--- src/rtl/ysyx_22040386_ifu.sv ---
// NPC instruction fetch unit: owns the PC, fetches over imem, hands words to decode.
// Optional: YSYX_22040386_IFU_EBREAK_HALT_EN stops fetching after an ebreak is delivered.
module ysyx_22040386_ifu #(
  parameter logic [63:0] RESET_PC = 64'h0000_0000_8000_0000
) (
  input  logic        clk,
  input  logic        rst_n,
  output logic        imem_req_valid,
  input  logic        imem_req_ready,
  output logic [63:0] imem_req_addr,
  input  logic        imem_rsp_valid,
  input  logic [31:0] imem_rsp_data,
  input  logic        imem_rsp_err,
  output logic        inst_valid,
  input  logic        inst_ready,
  output logic [31:0] inst,
  output logic [63:0] inst_pc,
  input  logic        redirect_valid,
  input  logic [63:0] redirect_pc,
  output logic        fetch_fault,
  output logic        halted
);

  typedef enum logic [2:0] {
    S_IDLE,
    S_REQ,
    S_WAIT,
    S_OUT,
    S_HALT
  } state_t;

  state_t      r_state;
  state_t      w_state_n;
  logic [63:0] r_pc;
  logic [63:0] w_pc_n;
  logic [63:0] r_inst_pc;
  logic [63:0] w_inst_pc_n;
  logic [31:0] r_inst;
  logic [31:0] w_inst_n;
  logic        r_kill;
  logic        w_kill_n;
  logic        r_fault;
  logic        w_fault_n;
  logic        r_inst_valid;
  logic        r_halted;
  logic        w_halted_n;
  logic        w_redir;
  logic        w_misal;

`ifdef YSYX_22040386_IFU_EBREAK_HALT_EN
  localparam logic [31:0] EBREAK = 32'h0010_0073;
  logic r_ebrk;
  logic w_ebrk_n;
`endif

  assign w_redir = redirect_valid && (r_state != S_HALT);
  assign w_misal = redirect_pc[1:0] != 2'b00;

  always_comb begin
    w_state_n   = r_state;
    w_pc_n      = r_pc;
    w_inst_n    = r_inst;
    w_inst_pc_n = r_inst_pc;
    w_kill_n    = r_kill;
    w_fault_n   = r_fault;
`ifdef YSYX_22040386_IFU_EBREAK_HALT_EN
    w_ebrk_n    = r_ebrk;
`endif
    if (w_redir && w_misal) begin
      // bad target: keep pc, stop for good
      w_state_n = S_HALT;
      w_fault_n = 1'b1;
    end else begin
      unique case (r_state)
        S_IDLE: begin
          w_state_n = S_REQ;
          if (w_redir) w_pc_n = redirect_pc;
        end
        S_REQ: begin
          if (w_redir) w_pc_n = redirect_pc;
          if (imem_req_ready) begin
            w_state_n = S_WAIT;
            w_kill_n  = w_redir;
          end
        end
        S_WAIT: begin
          if (w_redir) begin
            w_pc_n = redirect_pc;
            if (imem_rsp_valid) begin
              w_kill_n  = 1'b0;
              w_state_n = S_REQ;
            end else begin
              w_kill_n = 1'b1;
            end
          end else if (imem_rsp_valid) begin
            if (r_kill) begin
              w_kill_n  = 1'b0;
              w_state_n = S_REQ;
            end else if (imem_rsp_err) begin
              w_fault_n = 1'b1;
              w_state_n = S_HALT;
            end else begin
              w_inst_n    = imem_rsp_data;
              w_inst_pc_n = r_pc;
              w_state_n   = S_OUT;
            end
          end
        end
        S_OUT: begin
          if (w_redir) begin
            w_pc_n    = redirect_pc;
            w_state_n = S_REQ;
          end else if (inst_ready) begin
            w_pc_n    = r_pc + 64'd4;
            w_state_n = S_REQ;
`ifdef YSYX_22040386_IFU_EBREAK_HALT_EN
            if (r_inst == EBREAK) begin
              w_state_n = S_HALT;
              w_ebrk_n  = 1'b1;
            end
`endif
          end
        end
        S_HALT: begin
          w_state_n = S_HALT;
        end
        default: begin
          w_state_n = S_IDLE;
        end
      endcase
    end
  end

`ifdef YSYX_22040386_IFU_EBREAK_HALT_EN
  assign w_halted_n = w_fault_n | w_ebrk_n;
`else
  assign w_halted_n = w_fault_n;
`endif

  always_ff @(posedge clk or negedge rst_n) begin
    if (!rst_n) begin
      r_state      <= S_IDLE;
      r_pc         <= RESET_PC;
      r_inst       <= 32'd0;
      r_inst_pc    <= 64'd0;
      r_kill       <= 1'b0;
      r_fault      <= 1'b0;
      r_inst_valid <= 1'b0;
      r_halted     <= 1'b0;
    end else begin
      r_state      <= w_state_n;
      r_pc         <= w_pc_n;
      r_inst       <= w_inst_n;
      r_inst_pc    <= w_inst_pc_n;
      r_kill       <= w_kill_n;
      r_fault      <= w_fault_n;
      r_inst_valid <= (w_state_n == S_OUT);
      r_halted     <= w_halted_n;
    end
  end

`ifdef YSYX_22040386_IFU_EBREAK_HALT_EN
  always_ff @(posedge clk or negedge rst_n) begin
    if (!rst_n) r_ebrk <= 1'b0;
    else        r_ebrk <= w_ebrk_n;
  end
`endif

  assign imem_req_valid = (r_state == S_REQ);
  assign imem_req_addr  = r_pc;
  assign inst_valid     = r_inst_valid;
  assign inst           = r_inst;
  assign inst_pc        = r_inst_pc;
  assign fetch_fault    = r_fault;
  assign halted         = r_halted;

endmodule

--- config.mk ---
export PLATFORM = sky130hd
export DESIGN_NAME = ysyx_22040386_ifu
export DESIGN_NICKNAME = d
export VERILOG_FILES = /design/src/rtl/ysyx_22040386_ifu.sv
export SDC_FILE = /design/constraint.sdc
export NUM_CORES = 1
export LEC_CHECK = 0
export BUFFER_PORTS_ARGS = -buffer_cell sky130_fd_sc_hd__clkbuf_2
export CORE_MARGIN = 1
export CORE_UTILIZATION = 50
export CTS_CLUSTER_DIAMETER = 100
export DETAILED_ROUTE_END_ITERATION = 7
export PLACE_DENSITY = 0.79
export SKIP_LAST_GASP = 1
export SLEW_MARGIN = 20
export SYNTH_ARGS = -nofsm -noshare
export SYNTH_HDL_FRONTEND = slang
export SYNTH_SLANG_ARGS = --single-unit
--- constraint.sdc ---
create_clock -name clk -period 3.45 [get_ports clk]
set_clock_uncertainty 0.2 [all_clocks]
set_input_delay 0 -clock clk [delete_from_list [all_inputs] [get_ports clk]]
set_output_delay 0 -clock clk [all_outputs]
set_load 0.05 [all_outputs]
==> impl_metrics.py, run 1 <==
metrics = {
    "pwr": {
        "p_leak_nw": 5.63,
        "vdd_drop_max_v": 0.000349,
        "power.density_nw_per_um2": 375,
    },
    "drt": {
        "wl_met1_mm": 11.2,
        "vias_per_cell": 5.92,
        "finalWirelength_mm": 26.9,
        "dr.pass1.iters": 7,
        "ant_nets": 0,
        "route.detailed.drc": 0,
        "drt-wirelength-per-cell_um": 19.2,
        "route.met3.wl_mm": 1.91,
        "drtIter0Drc": 756,
        "routed-via-count": 8267,
        "wl_met2_mm": 13.0,
        "top_layer_used": "met4",
    },
    "sta": {
        "rsz0062_at_grt": "false",
        "setup_violations": 0,
        "relSlewSlack_pct": 44.8,
        "hold_viol_final": 5,
        "period_needed_ns": 3.32,
        "finalSetupTns_ns": 0,
        "fmax_mhz": 301,
        "fin_crit_sh_pct": 96.2,
        "whs_ns": -0.0130,
        "worst_pin_slew_ns": 0.828,
        "slew_viol_final": 0,
    },
    "layout": {
        "layout-drive-gt1-share_pct": 36.6,
        "nFillCells": 1182,
        "diodes": 0,
        "layout.nets": 1273,
        "final_cell_area_sq_um": 11600,
        "area_growth_pct": 39.4,
    },
    "floorplanning": {
        "die_h_um": 131,
        "io_pins": 267,
        "core_sq_um": 16100,
        "start_util_pct": 51.8,
        "die_x_um": 131,
        "die-area_sq_um": 17200,
        "rows": 46,
    },
    "clocking": {
        "numCtsBuffers": 17,
        "clkTransAtPathRegs_ns": 0.07,
        "clock_latency_ns": 0.43,
        "postCtsHoldBufs": 111,
        "htreeDepth": 4,
        "cts_tree": "yes",
        "clkSinkCount": 166,
        "cts-root-buf": "clkbuf_16",
        "cts_resized": 0,
        "postCtsSetupBuffers": 0,
        "max-clock-path-buffers": 2,
    },
    "logic_synthesis": {
        "synth-edff-count": 0,
        "synth_flop_cell": "dfrtp_1",
        "syn-cell-area_sq_um": 8340,
        "synth.avg_cell_area_sq_um": 10.3,
        "syn_inst": 807,
        "async_flop_share_pct": 100,
        "yosys_warnings": 0,
        "synth_top_area_cell": "dfrtp_1",
        "synth_nets": 911,
        "synth_top_area_share_pct": 49.5,
        "synth_commonest_cells": "dfrtp_1, mux2_2, nand2_1, nor2_1, a21oi_1",
        "synth.distinct_cells": 69,
        "post-synth-top-count-cell": "dfrtp_1",
        "ys_seq_area_share_pct": 49.8,
        "synth_seq_cells": 166,
        "synth_top_cells_by_area": "dfrtp_1, mux2_2, a21oi_1",
    },
    "grt": {
        "grt_pass1_vias": 8067,
        "grt_overflow": 0,
        "antenna_found_initial": 0,
        "grt_max_degree": 90,
        "grt_pass1_wl_mm": 42.9,
        "grt_usage_pct": 31.4,
    },
    "critical_path": {
        "cp_cell_sequence": "nand4_1 -> or4_4 -> or4_4 -> or4_1 -> nand3_1 -> dlygate4sd3_1",
        "required_ns": 3.61,
        "start_kind": "flip-flop",
        "cp_common_cell": "or4_4",
        "cp_slowest_cell": "or4_4",
        "critPathKind": "flip-flop to flip-flop",
        "critPathArrivalTime_ns": 3.48,
        "critPathMaxStageDelay_ns": 0.62,
        "critPathCaptureType": "flip-flop",
        "critPathMaxFanout": 9,
    },
    "place": {
        "io_buffers": 266,
        "dpl_cell_area_sq_um": 9930,
        "gp_congestion": 0.906,
        "dpl.hpwl_mm": 17.3,
    },
    "status": {
        "violations": "hold timing",
        "status": "finished, violations left",
    },
    "flow_run": {
        "cap_viol_max_count": 0,
    },
    "min_path": {
        "hold_class": "primary input to async pin",
    },
}
## layout make-up
cell class | instances | area, sq um | share of cell area (%)
repair buffers | 397 | 2640 | 22.7
well taps | 216 | 270 | 2.32
inverters | 9 | 33.8 | 0.290
clock buffers | 22 | 474 | 4.08
flip-flops and latches | 166 | 4160 | 35.7
multi-input cells | 578 | 3940 | 33.9
clock inverters | 9 | 118 | 1.01
## path summary, 6_finish.rpt
kind | slack [ns] | endpoint | cells past startpoint | startpoint
setup / recovery | 0.13 | imem_req_addr[51] | 6 | imem_req_addr[4]
hold / removal | -0.01 | inst_pc[18] | 2 | rst_n
setup reg to reg | 0.13 | imem_req_addr[51] | 6 | imem_req_addr[4]
hold reg to reg | 0.31 | inst[18] | 1 | inst[18]
max in group asynchronous | 2.09 | imem_req_addr[31] | 3 | rst_n
min in group clk | 0.06 | inst_pc[46] | 4 | imem_rsp_err
## state kept, by name, summed over array words and instances, names as in the netlist
register,cells
inst_valid,1
imem_req_addr,64
inst_pc,64
inst,32
r_state,3
r_kill,1
halted,1
## critical path: cells and delay by family (launching register included)
family                 cells  cell delay (ns)
buffers and inverters      1             0.55
flip-flops                 1             0.48
AND/OR/NAND/NOR            5             2.02
## logic make-up after synthesis
| kind of cell | after synthesis | share of synthesized area [%] |
|---|---|---|
| flip-flops | 166 | 49.8 |
| buffers and inverters | 63 | 3.49 |
| multiplexers | 102 | 13.7 |
| AO/OA/AOI/OAI | 161 | 12.4 |
| AND/OR/NAND/NOR | 314 | 20.5 |
| adder cells (fa/ha/maj) | 1 | 0.150 |
## per-stage QoR
step | std cells | worst slack [ns] | hold WS [ns] | utilization, % | total power [mW]
floorplan | 807 | 0.516 | -0.496 | - | 2.19
global placement | 1255 | 0.797 | -0.0781 | 61.6 | 2.35
detailed placement | 1255 | 0.752 | -0.0736 | 61.6 | 2.35
CTS | 1397 | 0.192 | 0.0184 | 72.2 | 4.38
global route | 1397 | 0.0480 | 0.0690 | 72.2 | 4.48
finish | 1397 | 0.130 | -0.0130 | 72.2 | 4.36
## per-layer routing
metal	GRT usage [%]	vias to the layer above
li1	-	3759
met1	42.0	4011
met2	50.3	429
met3	6.02	68
met4	12.5	0
met5	0	-
## report_power, final
group	total (mW)	internal (mW)	switching, mW
Clock	1.94	1.13	0.811
Combinational	0.392	0.170	0.222
Sequential	2.03	1.97	0.0540
Total	4.36	3.27	1.09
## cells in the final DEF (no fill, tap or decap), types with 27 or more instances in the layout
cell type      instances
dlygate4sd3_1        111
nand3_1               39
nor3_1                30
clkbuf_2             265
mux2_2                96
dfrtp_1              165
nand2_1               59
o21ai_0               27
nand4_1               35
a21oi_1               49
nor2_1                51
Power figures use the tool's default switching activity.
==> run 2: changes to the inputs <==
Settings changed: MAX_ROUTING_LAYER from default to met4.
==> run 2 against run 1 <==
Compared with the run above:
- the flow now finishes without violations
- fmax is 0.14% higher
- count of clock-buffer cells in the layout stayed put
- cell area stayed put
- global-route usage is 0.92 points higher
- final cell count stayed put
- flip-flop and latch count stayed put
- worst setup slack better by 0.0048 ns
- non-clock buffer count stayed put
- sequential share of layout area stayed put
- wire length is 0.21% lower
- critical path depth stayed put
- via count is 0.28% lower
==> impl_metrics.py, run 2 (same netlist as run 1, synthesis figures left out) <==
metrics = {
    "sta": {
        "slew_viol_final": 0,
        "finalSetupTns_ns": 0,
        "worst_pin_slew_ns": 0.805,
        "fin_crit_sh_pct": 96.1,
        "fmax_mhz": 302,
        "hold_viol_final": 0,
        "setup_violations": 0,
        "relSlewSlack_pct": 46.4,
        "period_needed_ns": 3.31,
        "rsz0062_at_grt": "false",
    },
    "grt": {
        "grt_pass1_wl_mm": 42.8,
        "grt_max_degree": 90,
        "grt_usage_pct": 32.3,
        "antenna_found_initial": 0,
        "grt_pass1_vias": 8084,
        "grt_overflow": 0,
    },
    "layout": {
        "layout-drive-gt1-share_pct": 36.6,
        "final_core_util_pct": 72.2,
        "layout.nets": 1273,
        "diodes": 0,
        "final_cell_mix": "clkbuf_2, dfrtp_1, dlygate4sd3_1",
        "finalNonFillerCells": 1397,
        "final_common_cell": "clkbuf_2",
        "area_growth_pct": 39.4,
    },
    "drt": {
        "ant_nets": 0,
        "route.met3.wl_mm": 2.02,
        "top_layer_used": "met4",
        "route.detailed.drc": 0,
        "finalWirelength_mm": 26.8,
        "wl_met2_mm": 13.0,
        "drt-wirelength-per-cell_um": 19.2,
        "wl_met1_mm": 11.1,
        "routed-via-count": 8244,
        "vias_per_cell": 5.90,
        "drtIter0Drc": 704,
        "dr.pass1.iters": 5,
    },
    "critical_path": {
        "cp_common_cell": "or4_4",
        "critPathCaptureType": "flip-flop",
        "required_ns": 3.61,
        "critPathArrivalTime_ns": 3.48,
        "critPathKind": "flip-flop to flip-flop",
        "critPathMaxStageDelay_ns": 0.62,
        "cp_slowest_cell": "or4_4",
        "start_kind": "flip-flop",
        "r2r_slack_ns": 0.14,
        "cp_cell_sequence": "nand4_1 -> or4_4 -> or4_4 -> or4_1 -> nand3_1 -> dlygate4sd3_1",
        "cp_num_buf_inv": 1,
        "crit_family": "simple AND/OR/NAND/NOR gates",
        "critPathMaxFanout": 9,
    },
    "pwr": {
        "pwr-share-comb_pct": 9.0,
        "finalPower_mw": 4.36,
        "p_leak_nw": 5.63,
        "vdd_drop_max_v": 0.000351,
        "p_switching_mw": 1.09,
        "pwr-share-seq_pct": 46.5,
        "swShare_pct": 25.0,
        "clkPwrFrac_pct": 44.5,
        "power.density_nw_per_um2": 375,
        "p_int_mw": 3.27,
    },
    "clocking": {
        "postCtsSetupBuffers": 0,
        "cts-root-buf": "clkbuf_16",
        "htreeDepth": 4,
        "numCtsBuffers": 17,
        "clkSinkCount": 166,
        "clkTransAtPathRegs_ns": 0.07,
        "cts_resized": 0,
        "max-clock-path-buffers": 2,
        "postCtsHoldBufs": 111,
        "cts_tree": "yes",
        "clock_latency_ns": 0.43,
    },
    "min_path": {
        "hold_class": "primary input to async pin",
    },
    "place": {
        "io_buffers": 266,
        "gp_congestion": 0.922,
        "dp_cells": 1255,
        "dpl.hpwl_mm": 17.3,
    },
    "status": {
        "status": "completed",
    },
    "floorplanning": {
        "rows": 46,
        "die-area_sq_um": 17200,
        "die_x_um": 131,
        "io_pins": 267,
        "start_util_pct": 51.8,
        "die_h_um": 131,
        "core_sq_um": 16100,
    },
    "flow_run": {
        "cap_viol_max_count": 0,
    },
}
run 2: cell counts in the layout (fill, tap and decap cells not counted):
No cell type changed its count.
run 2: path summary, 6_finish.rpt:
path / startpoint / end / cells after the start
worst min register to register: inst[18] / inst[18] / 1
worst max register to register: imem_req_addr[4] / imem_req_addr[51] / 6
min in group clk: imem_rsp_err / inst_pc[46] / 4
max in group asynchronous: rst_n / imem_req_addr[31] / 3
worst min-delay path: rst_n / inst_pc[18] / 2
worst max-delay path: imem_req_addr[4] / imem_req_addr[51] / 6
run 2: layout make-up:
| class | count | area [sq um] |
|---|---|---|
| Multi-Input combinational cell | 578 | 3940 |
| Sequential cell | 166 | 4160 |
| Tap cell | 216 | 270 |
| Clock inverter | 9 | 118 |
| Inverter | 9 | 33.8 |
| Timing Repair Buffer | 397 | 2640 |
| Fill cell | 1182 | 4490 |
| Clock buffer | 22 | 474 |
run 2: worst reg2reg max path, stage by stage (launching register included):
cell and delay, ns:
dfrtp_1 0.48, nand4_1 0.29, or4_4 0.53, or4_4 0.62, or4_1 0.49, nand3_1 0.09
dlygate4sd3_1 0.54
run 2: metrics by stage:
stage,setup slack (ns),hold slack (ns),instance area [sq um]
after global placement,0.797,-0.0781,9930
after CTS,0.192,0.0184,11600
after floorplan,0.516,-0.496,8340
final,0.135,0.000120,11600
after detailed placement,0.752,-0.0736,9930
after global routing,0.0481,0.0665,11600
run 2: routing by layer:
layer / GRT usage [%] / up-vias
met3: 5.48 / 56
met5: - / -
met1: 42.4 / 3986
met2: 50.2 / 440
li1: - / 3762
met4: 12.6 / 0
run 2: power by group through the flow:
stage          sequential (mW)  combinational (mW)  clock [mW]
6_report                  2.03               0.392        1.94
3_5_place_dp              2.06               0.295           0
5_1_grt                   2.03               0.419        2.04
2_1_floorplan             2.14              0.0573           0
3_3_place_gp              2.06               0.292           0
4_1_cts                   2.02               0.391        1.96
